===== src/rtl/rotator_deserializer_if.sv =====
// Serial-in / parallel-out bus between a bit producer and the deserializer.
interface rotator_deserializer_if #(
    parameter int unsigned WIDTH = 100
);
    localparam int unsigned CW = $clog2(WIDTH + 1);

    logic             start;
    logic [1:0]       dir;
    logic             abort;
    logic             sin;
    logic             sin_valid;
    logic             out_ready;
    logic [WIDTH-1:0] q;
    logic             out_valid;
    logic             busy;
    logic [CW-1:0]    cnt;
    logic             err;

    // Producer/consumer side: drives frame control and serial data, reads the word.
    modport master (
        output start, dir, abort, sin, sin_valid, out_ready,
        input  q, out_valid, busy, cnt, err
    );

    // Deserializer side.
    modport slave (
        input  start, dir, abort, sin, sin_valid, out_ready,
        output q, out_valid, busy, cnt, err
    );
endinterface


===== src/rtl/rotator_deserializer.sv =====
// Shifts a serial frame into a WIDTH-bit word, LSB-first or MSB-first, and
// holds the completed word until the consumer takes it.
module rotator_deserializer #(
    parameter int unsigned WIDTH = 100
) (
    input  logic                 clk,
    input  logic                 rst_n,
    rotator_deserializer_if.slave bus
);
    localparam int unsigned CW      = $clog2(WIDTH + 1);
    localparam logic [1:0]  DIR_LSB = 2'b01;
    localparam logic [1:0]  DIR_MSB = 2'b10;

    typedef enum logic [1:0] {
        IDLE = 2'd0,
        RECV = 2'd1,
        FULL = 2'd2
    } state_t;

    state_t           state, state_d;
    logic [WIDTH-1:0] q_r, q_d;
    logic [CW-1:0]    cnt_r, cnt_d;
    logic             ov_r, ov_d;
    logic             err_r, err_d;
    logic             busy_r, busy_d;
    logic [1:0]       dir_r, dir_d;
    logic             legal_c;

    assign legal_c = (bus.dir == DIR_LSB) || (bus.dir == DIR_MSB);

    // State and all outputs are registered here.
    always_ff @(posedge clk or negedge rst_n) begin
        if (!rst_n) begin
            state  <= IDLE;
            q_r    <= '0;
            cnt_r  <= '0;
            ov_r   <= 1'b0;
            err_r  <= 1'b0;
            busy_r <= 1'b0;
            dir_r  <= DIR_LSB;
        end else begin
            state  <= state_d;
            q_r    <= q_d;
            cnt_r  <= cnt_d;
            ov_r   <= ov_d;
            err_r  <= err_d;
            busy_r <= busy_d;
            dir_r  <= dir_d;
        end
    end

    // Next state and next register values; abort overrides every other request.
    always_comb begin
        state_d = state;
        q_d     = q_r;
        cnt_d   = cnt_r;
        ov_d    = ov_r;
        err_d   = 1'b0;
        dir_d   = dir_r;

        if (bus.abort) begin
            state_d = IDLE;
            cnt_d   = '0;
            ov_d    = 1'b0;
        end else begin
            case (state)
                IDLE: begin
                    if (bus.start) begin
                        if (legal_c) begin
                            dir_d   = bus.dir;
                            cnt_d   = '0;
                            state_d = RECV;
                        end else begin
                            err_d = 1'b1;
                        end
                    end
                end
                RECV: begin
                    if (bus.start && legal_c) begin
                        // Restart: the bit on sin this cycle belongs to no frame.
                        dir_d = bus.dir;
                        cnt_d = '0;
                    end else begin
                        if (bus.start) begin
                            err_d = 1'b1;
                        end
                        if (bus.sin_valid) begin
                            if (dir_r == DIR_LSB) begin
                                q_d = {bus.sin, q_r[WIDTH-1:1]};
                            end else begin
                                q_d = {q_r[WIDTH-2:0], bus.sin};
                            end
                            cnt_d = cnt_r + CW'(1);
                            if (cnt_r == CW'(WIDTH - 1)) begin
                                state_d = FULL;
                                ov_d    = 1'b1;
                            end
                        end
                    end
                end
                FULL: begin
                    if (ov_r && bus.out_ready) begin
                        state_d = IDLE;
                        ov_d    = 1'b0;
                        cnt_d   = '0;
                    end else if (bus.sin_valid) begin
                        err_d = 1'b1;
                    end
                end
                default: begin
                    state_d = IDLE;
                end
            endcase
        end

        busy_d = (state_d == RECV);
    end

    assign bus.q         = q_r;
    assign bus.cnt       = cnt_r;
    assign bus.out_valid = ov_r;
    assign bus.err       = err_r;
    assign bus.busy      = busy_r;
endmodule


===== src/flat_wrapper.sv =====
// flat-port wrapper written by rule: the top's interface ports become plain ports
module rotator_deserializer_flat 
#(
    parameter int unsigned WIDTH = 100
)
  (clk, rst_n, bus_start, bus_dir, bus_abort, bus_sin, bus_sin_valid, bus_out_ready, bus_q, bus_out_valid, bus_busy, bus_cnt, bus_err);
  rotator_deserializer_if #(.WIDTH(WIDTH)) bus_i ();
  input  logic clk;
  input  logic rst_n;
  input wire logic [$bits(bus_i.start)-1:0] bus_start;
  input wire logic [$bits(bus_i.dir)-1:0] bus_dir;
  input wire logic [$bits(bus_i.abort)-1:0] bus_abort;
  input wire logic [$bits(bus_i.sin)-1:0] bus_sin;
  input wire logic [$bits(bus_i.sin_valid)-1:0] bus_sin_valid;
  input wire logic [$bits(bus_i.out_ready)-1:0] bus_out_ready;
  output wire logic [$bits(bus_i.q)-1:0] bus_q;
  output wire logic [$bits(bus_i.out_valid)-1:0] bus_out_valid;
  output wire logic [$bits(bus_i.busy)-1:0] bus_busy;
  output wire logic [$bits(bus_i.cnt)-1:0] bus_cnt;
  output wire logic [$bits(bus_i.err)-1:0] bus_err;
  assign bus_i.start = bus_start;
  assign bus_i.dir = bus_dir;
  assign bus_i.abort = bus_abort;
  assign bus_i.sin = bus_sin;
  assign bus_i.sin_valid = bus_sin_valid;
  assign bus_i.out_ready = bus_out_ready;
  assign bus_q = bus_i.q;
  assign bus_out_valid = bus_i.out_valid;
  assign bus_busy = bus_i.busy;
  assign bus_cnt = bus_i.cnt;
  assign bus_err = bus_i.err;
  rotator_deserializer #(.WIDTH(WIDTH)) u_core (.clk(clk), .rst_n(rst_n), .bus(bus_i));
endmodule

===== config.mk =====
export PLATFORM = sky130hd
export DESIGN_NAME = rotator_deserializer_flat
export DESIGN_NICKNAME = d
export VERILOG_FILES = /design/src/rtl/rotator_deserializer_if.sv /design/src/rtl/rotator_deserializer.sv /design/src/flat_wrapper.sv
export SDC_FILE = /design/constraint.sdc
export NUM_CORES = 1
export LEC_CHECK = 0
export CAP_MARGIN = 20
export CELL_PAD_IN_SITES_DETAIL_PLACEMENT = 1
export CELL_PAD_IN_SITES_GLOBAL_PLACEMENT = 2
export CORE_ASPECT_RATIO = 1.2
export CORE_MARGIN = 3
export CORE_UTILIZATION = 32
export DETAILED_ROUTE_END_ITERATION = 12
export PLACE_DENSITY_LB_ADDON = 0.25
export SETUP_SLACK_MARGIN = 0.2
export SLEW_MARGIN = 25
export SYNTH_ARGS = -nofsm -noshare
export SYNTH_HDL_FRONTEND = slang
export SYNTH_SLANG_ARGS = --single-unit
export TNS_END_PERCENT = 10

===== constraint.sdc =====
create_clock -name clk -period 2.4 [get_ports clk]
set_clock_uncertainty 0.2 [all_clocks]
set_input_delay 0.72 -clock clk [delete_from_list [all_inputs] [get_ports clk]]
set_output_delay 0.72 -clock clk [all_outputs]
set_load 0.03 [all_outputs]

==> impl_results.md, run 1 <==
- Initial core utilization: 0.3284
- WL final: roughly 14 mm
- Crit path largest cell delay: between 0.4 and 0.5 ns
- Net Count, Synth: approximately 530
- Area delta synth->final: 39.44%
- Count leader, synth: dfrtp_1
- Post-route ant nets: 0
- Status: completed
- Post-synth design cell area: 5364 um2
- Crit Path Max Fanout: 5
- Max-cap violations: 0
- WL/cell: between 15 and 20 um
- CP Data Arrival Time: between 1 and 1.5 ns
- Max_slew headroom: 0.7221
- Vias: 4264
- Crit-path cells: dlygate4sd2_1
- Non-filler instance count after layout: 872
- DR iter-0 viols: between 150 and 200
- Initial antenna violation count: 0
- Gpl congestion: a little under 0.8
- Peak supply drop: roughly 0.44 mV
- Area of the multi-input gates: 2322 um2
- Ys flop type: dfrtp_1
- Clock transition at path regs: 0.05 ns
- Root Driver: clkbuf_16
- Final Hold Viols: 0
- Synth Instances: between 500 and 600
- CORE AREA: around 16000 um2
- Synth warn: 0
- Crit path launch type: flip-flop
- Antenna Cells: 0
- Num rows: 51
- H-tree levels: 4
- Largest cells by area after synthesis: dfrtp_1 (53%), mux2i_1 (19%), a21oi_1 (8.6%), nor2_1 (7.3%), a21oi_2 (1.6%)
- Clk buf depth: 2
- Nets: 659
- CP Buf/Inv Count: 1
- Cell family with most CP delay: buffers and inverters
- Setup violations, final: 0
- Skew-Pair Late Insertion Delay: around 0.4 ns
- Ratio of cells with drive above 1 in the final layout: 0.1197
- Number of global-route vias before repair: around 4600
- Fin util: 0.4579
- Post-CTS Hold Buffers: 0
- Pre-antenna DRT Iters: 4
- Share of flip-flops with an asynchronous set or reset: 1.000
- Min cycle time layout: between 2 and 2.5 ns
- Pwr Density: between 1000 and 1500 nW/um2
- Clock sinks: 114
- Tcrit/Tclk final: 0.9053
- Largest net degree at the start of global routing: between 50 and 60
- Seq. cell area: ~2900 um2
- Global route overflow: 0
- Chip height: between 100 and 150 um
- CP required: between 1 and 1.5 ns
- Post-synth top area share: 0.5272
- CP Capture Type: output port
- Critical path class: flip-flop to output port
- Fillers: approximately 1900
- Setup TNS: 0 ns
- DRC violations left: 0
- Synthesized area per cell: 10.40 um2
- Register area share after synthesis: 0.5321
- Aggregate global-route resource usage: 0.1647
- Hold Crit Class: input port to async pin
- Top-level I/O count: around 120
- Placed cell count: 838
- LEAKAGE: about 3.9 nW
- R2R cell count: 5
- CP Depth: 1
- TritonCTS buffer count: 17
- First-pass GRT wire length: approximately 24 mm
- DIE WIDTH: 124.2 um
- Slowest cell on the critical path: dlygate4sd2_1
- RSZ-0062 raised after global routing: yes
- Slew Limit Fails: 0
- Dpl hpwl: between 9 and 10 mm
- Yosys cell types: 36
- DR vias/cell: 4.890
- Fmax: around 460 MHz
- TritonCTS clock tree: built
- Tightest Pin Transition: around 0.42 ns
- Number of flops mapped to enable cells by yosys: 0
- Full die area: between 15000 and 20000 um2
- # port buffers: approximately 120
- Area leader, netlist: dfrtp_1
- List of most frequent post-synthesis cells: dfrtp_1 (113), nor2_1 (105), mux2i_1 (101)
- FF+latch count, synth: 114
[placed cells by master, fill, tap and decap left out, types with 10 or more instances in the layout]
master,Yosys,final
nand2_1,12,12
a21oi_2,10,10
clkbuf_16,0,18
dlygate4sd2_1,0,97
clkdlybuf4s15_1,0,12
mux2i_1,101,101
a21oi_1,92,92
buf_4,6,20
dfrtp_1,113,113
nor2_1,105,105
[sequential cells by signal, summed over array words and instances (netlist names)]
name                  flops
u_core.bus.busy           1
u_core.bus.cnt            7
u_core.bus.err            1
u_core.bus.out_valid      1
u_core.bus.q            100
u_core.dir_r              2
u_core.state              2
[per-stage QoR]
| stage | hold WS [ns] | cell area, um2 | power, mW | worst slack [ns] |
|---|---|---|---|---|
| floorplan | 0.2244 | 5364 | 6.077 | 0.2308 |
| global placement | 0.3189 | 6967 | 8.119 | -0.3090 |
| detailed placement | 0.3349 | 6967 | 8.293 | -0.3645 |
| CTS | 0.04127 | 7417 | 10.22 | 0.2000 |
| global route | 0.04886 | 7480 | 10.72 | 0.1467 |
| finish | 0.04904 | 7480 | 10.04 | 0.2272 |
[kinds of logic after synthesis]
kind of cell	Yosys count	synth area share
mux	102	0.1906
simple gates	134	0.1010
compound gates	124	0.1323
buf+inv	40	0.03872
xor+xnor	1	0.003033
fa+ha+maj	1	0.002332
flops	114	0.5321
[layout make-up]
cell class,instances,area share
clock buffers,25,0.06892
clock inverters,5,0.006691
inverters,5,0.002509
multi-input cells,362,0.3105
flip-flops and latches,114,0.3816
well taps,212,0.03546
repair buffers,149,0.1944
[power breakdown]
group	internal [mW]	switching, mW
Clock	1.57	0.840
Sequential	2.69	0.874
Combinational	1.46	2.61
Total	5.72	4.33
[timing repair]
action | in CTS | in global routing
setup buffers | 0 | 3
cloned | 0 | 1
setup endpoints to repair | 210 | 144
pin swaps | 1 | 1
resized for setup | 130 | 5
endpoints found under the hold margin | 0 | 0
[path summary, 6_finish.rpt]
check	from	to	slack, ns
max	u_core.bus.cnt[6]	bus_cnt[6]	0.23
min	rst_n	u_core.bus.q[82]	0.05
max reg2reg	u_core.state[1]	u_core.bus.cnt[0]	0.53
min reg2reg	u_core.bus.out_valid	u_core.bus.out_valid	0.34
max in group asynchronous	rst_n	u_core.bus.q[5]	1.37
min in group clk	u_core.bus.out_valid	u_core.bus.out_valid	0.34
[metal layers]
metal / vias to the layer above / track usage / routed length [um]
met4: 0 / 0.04603 / 147
met1: 2105 / 0.2075 / 6314
met5: - / 0 / 0
li1: 2062 / - / -
met3: 14 / 0.06162 / 884
met2: 83 / 0.2646 / 7042
(Power assumes the default switching activity.)
==> inputs of run 2 (changes only) <==
CORE_UTILIZATION = 34   (was 32)
clock period = 2.7 ns   (was 2.4 ns; I/O delays follow)
==> run 2 against run 1 <==
Register-to-register slack better by 0.25 ns. Global-route usage is 0.48 points higher. Core utilization increased by 4.2 points. Via count grew 0.59%. First-iteration DRC count is 12% lower. Critical path depth stayed put. Sequential power decreased by 11%. Clock power down 7%. Die area fell by 5.6%. Wire length shrank 2.2%. Sequential cell count unchanged. Combinational power shrank 1%. Largest power group unchanged.
==> impl_results.md, run 2 (synthesized netlist as in run 1, its figures left out) <==
- Status: completed
- Initial antenna violation count: 0 (unchanged)
- DR iter-0 viols: 175 (-12%)
- DIE WIDTH: 120.7 um (-2.8%)
- Vias: 4289 (+0.59%)
- Top-level I/O count: 119 (unchanged)
- Slew Limit Fails: 0 (unchanged)
- CP Data Arrival Time: 1.53 ns (+0.28 ns)
- Hold_ws: 0.1620 ns (+0.1130 ns)
- DRC violations left: 0 (unchanged)
- Crit Path Max Fanout: 4 (-1)
- Crit-path cells: clkdlybuf4s50_1
- Max FFs per register: 100 (unchanged)
- Clock sinks: 114 (unchanged)
- # port buffers: 118 (unchanged)
- WL final: 14.08 mm (-2.2%)
- Area delta synth->final: 41.82%
- Global route overflow: 0 (unchanged)
- Tcrit/Tclk final: 0.9400
- Number of global-route vias before repair: 4525 (-1.4%)
- Critical path class: flip-flop to output port
- Pre-antenna DRT Iters: 5 (+1)
- Nets: 659 (unchanged)
- Root Driver: clkbuf_16
- First-pass GRT wire length: 23.54 mm (-1.8%)
- RSZ-0062 raised after global routing: yes
- Hold Crit Class: input port to async pin
- Num rows: 49 (-3.9%)
- Pwr Density: 1240 nW/um2 (-7.6%)
- Slowest cell on the critical path: clkdlybuf4s50_1
- Max-cap violations: 0 (unchanged)
- Largest net degree at the start of global routing: 49 (-17%)
- Post-CTS Hold Buffers: 0 (unchanged)
- CORE AREA: 15200 um2 (-6.9%)
- Post-route ant nets: 0 (unchanged)
- Min cycle time layout: roughly 2.5 ns
- WL/cell: 16.27 um (-1.4%)
- Most common cell after layout, fill and taps aside: dfrtp_1
- Clk buf depth: 2 (unchanged)
- Total power: 9.435 mW (-6.1%)
- TritonCTS buffer count: 17 (unchanged)
- DR vias/cell: 4.958 (+1.4%)
- Aggregate global-route resource usage: 0.1695 (+0.004837)
- Initial core utilization: 0.3528 (+0.02443)
- Full die area: 17330 um2 (-5.6%)
- Most frequent cells in the layout: dfrtp_1 (113), nor2_1 (105), mux2i_1 (101)
- Peak supply drop: 0.4997 mV (+14%)
- TritonCTS clock tree: built
- Chip height: 143.6 um (-2.9%)
- Fmax: 394.0 MHz
- Crit path largest cell delay: 0.70 ns (+0.27 ns)
- Gpl congestion: 0.7851 (-0.73%)
- Max_slew headroom: 0.6548 (-0.06725)
- Ratio of cells with drive above 1 in the final layout: 0.1135 (-0.006233)
- CP Capture Type: output port
- H-tree levels: 4 (unchanged)
- Antenna Cells: 0 (unchanged)
- Setup violations, final: 0 (unchanged)
- Skew-Pair Late Insertion Delay: 0.41 ns (about the same)
- Crit path launch type: flip-flop
- CP required: 1.69 ns (+0.21 ns)
- Final Hold Viols: 0 (unchanged)
- LEAKAGE: 3.913 nW (+1.3%)
- Cell family with most CP delay: buffers and inverters
- Dpl hpwl: 9.707 mm (-1.2%)
- Clock transition at path regs: 0.05 ns (about the same)
- Tightest Pin Transition: 0.5178 ns (+0.1009 ns)
- CP Buf/Inv Count: 1 (unchanged)
[run 2: worst register-to-register path, cell delays in order (launching register included)]
cell and delay, ns:
dfrtp_1 0.42, nand2_1 0.12, a2111oi_4 0.43, clkbuf_16 0.27, buf_12 0.20, nor2_1 0.07
a21oi_1 0.13
[run 2: metrics by stage]
step / worst slack [ns] / setup TNS, ns / instance area (um2) / util / instances
after detailed placement: -0.2036 / -15.32 / 6944 / 0.4567 / 830
after CTS: 0.1238 / 0 / 7525 / 0.4949 / 861
after floorplan: 0.4408 / 0 / 5364 / - / 516
after global placement: -0.1290 / -9.947 / 6944 / 0.4567 / 830
after global routing: 0.1035 / 0 / 7607 / 0.5003 / 865
final: 0.1620 / 0 / 7607 / 0.5003 / 865
[run 2: repair_timing]
action | 4_1_cts | 5_1_grt
cloned | 0 | 2
pin swaps | 0 | 1
setup endpoints to repair | 108 | 188
buffers inserted | 0 | 2
gates resized for setup | 10 | 17
[run 2: power breakdown]
group,switching [mW],total (mW),internal (mW)
clock,0.740,2.24,1.50
sequential,0.789,3.18,2.39
combinational,2.31,4.02,1.71
[run 2: worst paths after layout]
check	end	slack (ns)	from	cells past startpoint
min reg2reg	u_core.bus.out_valid	0.34	u_core.bus.out_valid	1
min	u_core.bus.q[85]	0.16	rst_n	1
max reg2reg	u_core.bus.q[92]	0.78	u_core.state[0]	6
min in group clk	u_core.bus.out_valid	0.34	u_core.bus.out_valid	1
max in group asynchronous	u_core.bus.q[8]	1.50	rst_n	2
max	bus_q[44]	0.16	u_core.bus.q[44]	1
[run 2: final cells by class]
| type | instances | area (um2) |
|---|---|---|
| fill | 1700 | 7597 |
| sequential | 114 | 2854 |
| multi-input combinational | 362 | 2322 |
| timing repair buffer | 149 | 1564 |
| clock buffer | 27 | 523.0 |
| tap | 204 | 255.2 |
| clock inverter | 4 | 70.07 |
| inverter | 5 | 18.77 |
[run 2: routing by layer]
layer / global-route usage / vias to the layer above / wire length (um)
li1: - / 2075 / -
met1: 0.2055 / 2112 / 5994
met2: 0.2841 / 84 / 7101
met3: 0.05472 / 18 / 752
met4: 0.06146 / 0 / 228
met5: 0 / - / 0
==> inputs of run 3 (changes only) <==
CORE_UTILIZATION = 32   (was 34)
clock period = 2.4 ns   (was 2.7 ns; I/O delays follow)
==> results of run 3 <==
Final layout, timing and power as in run 1 (identical DEF).
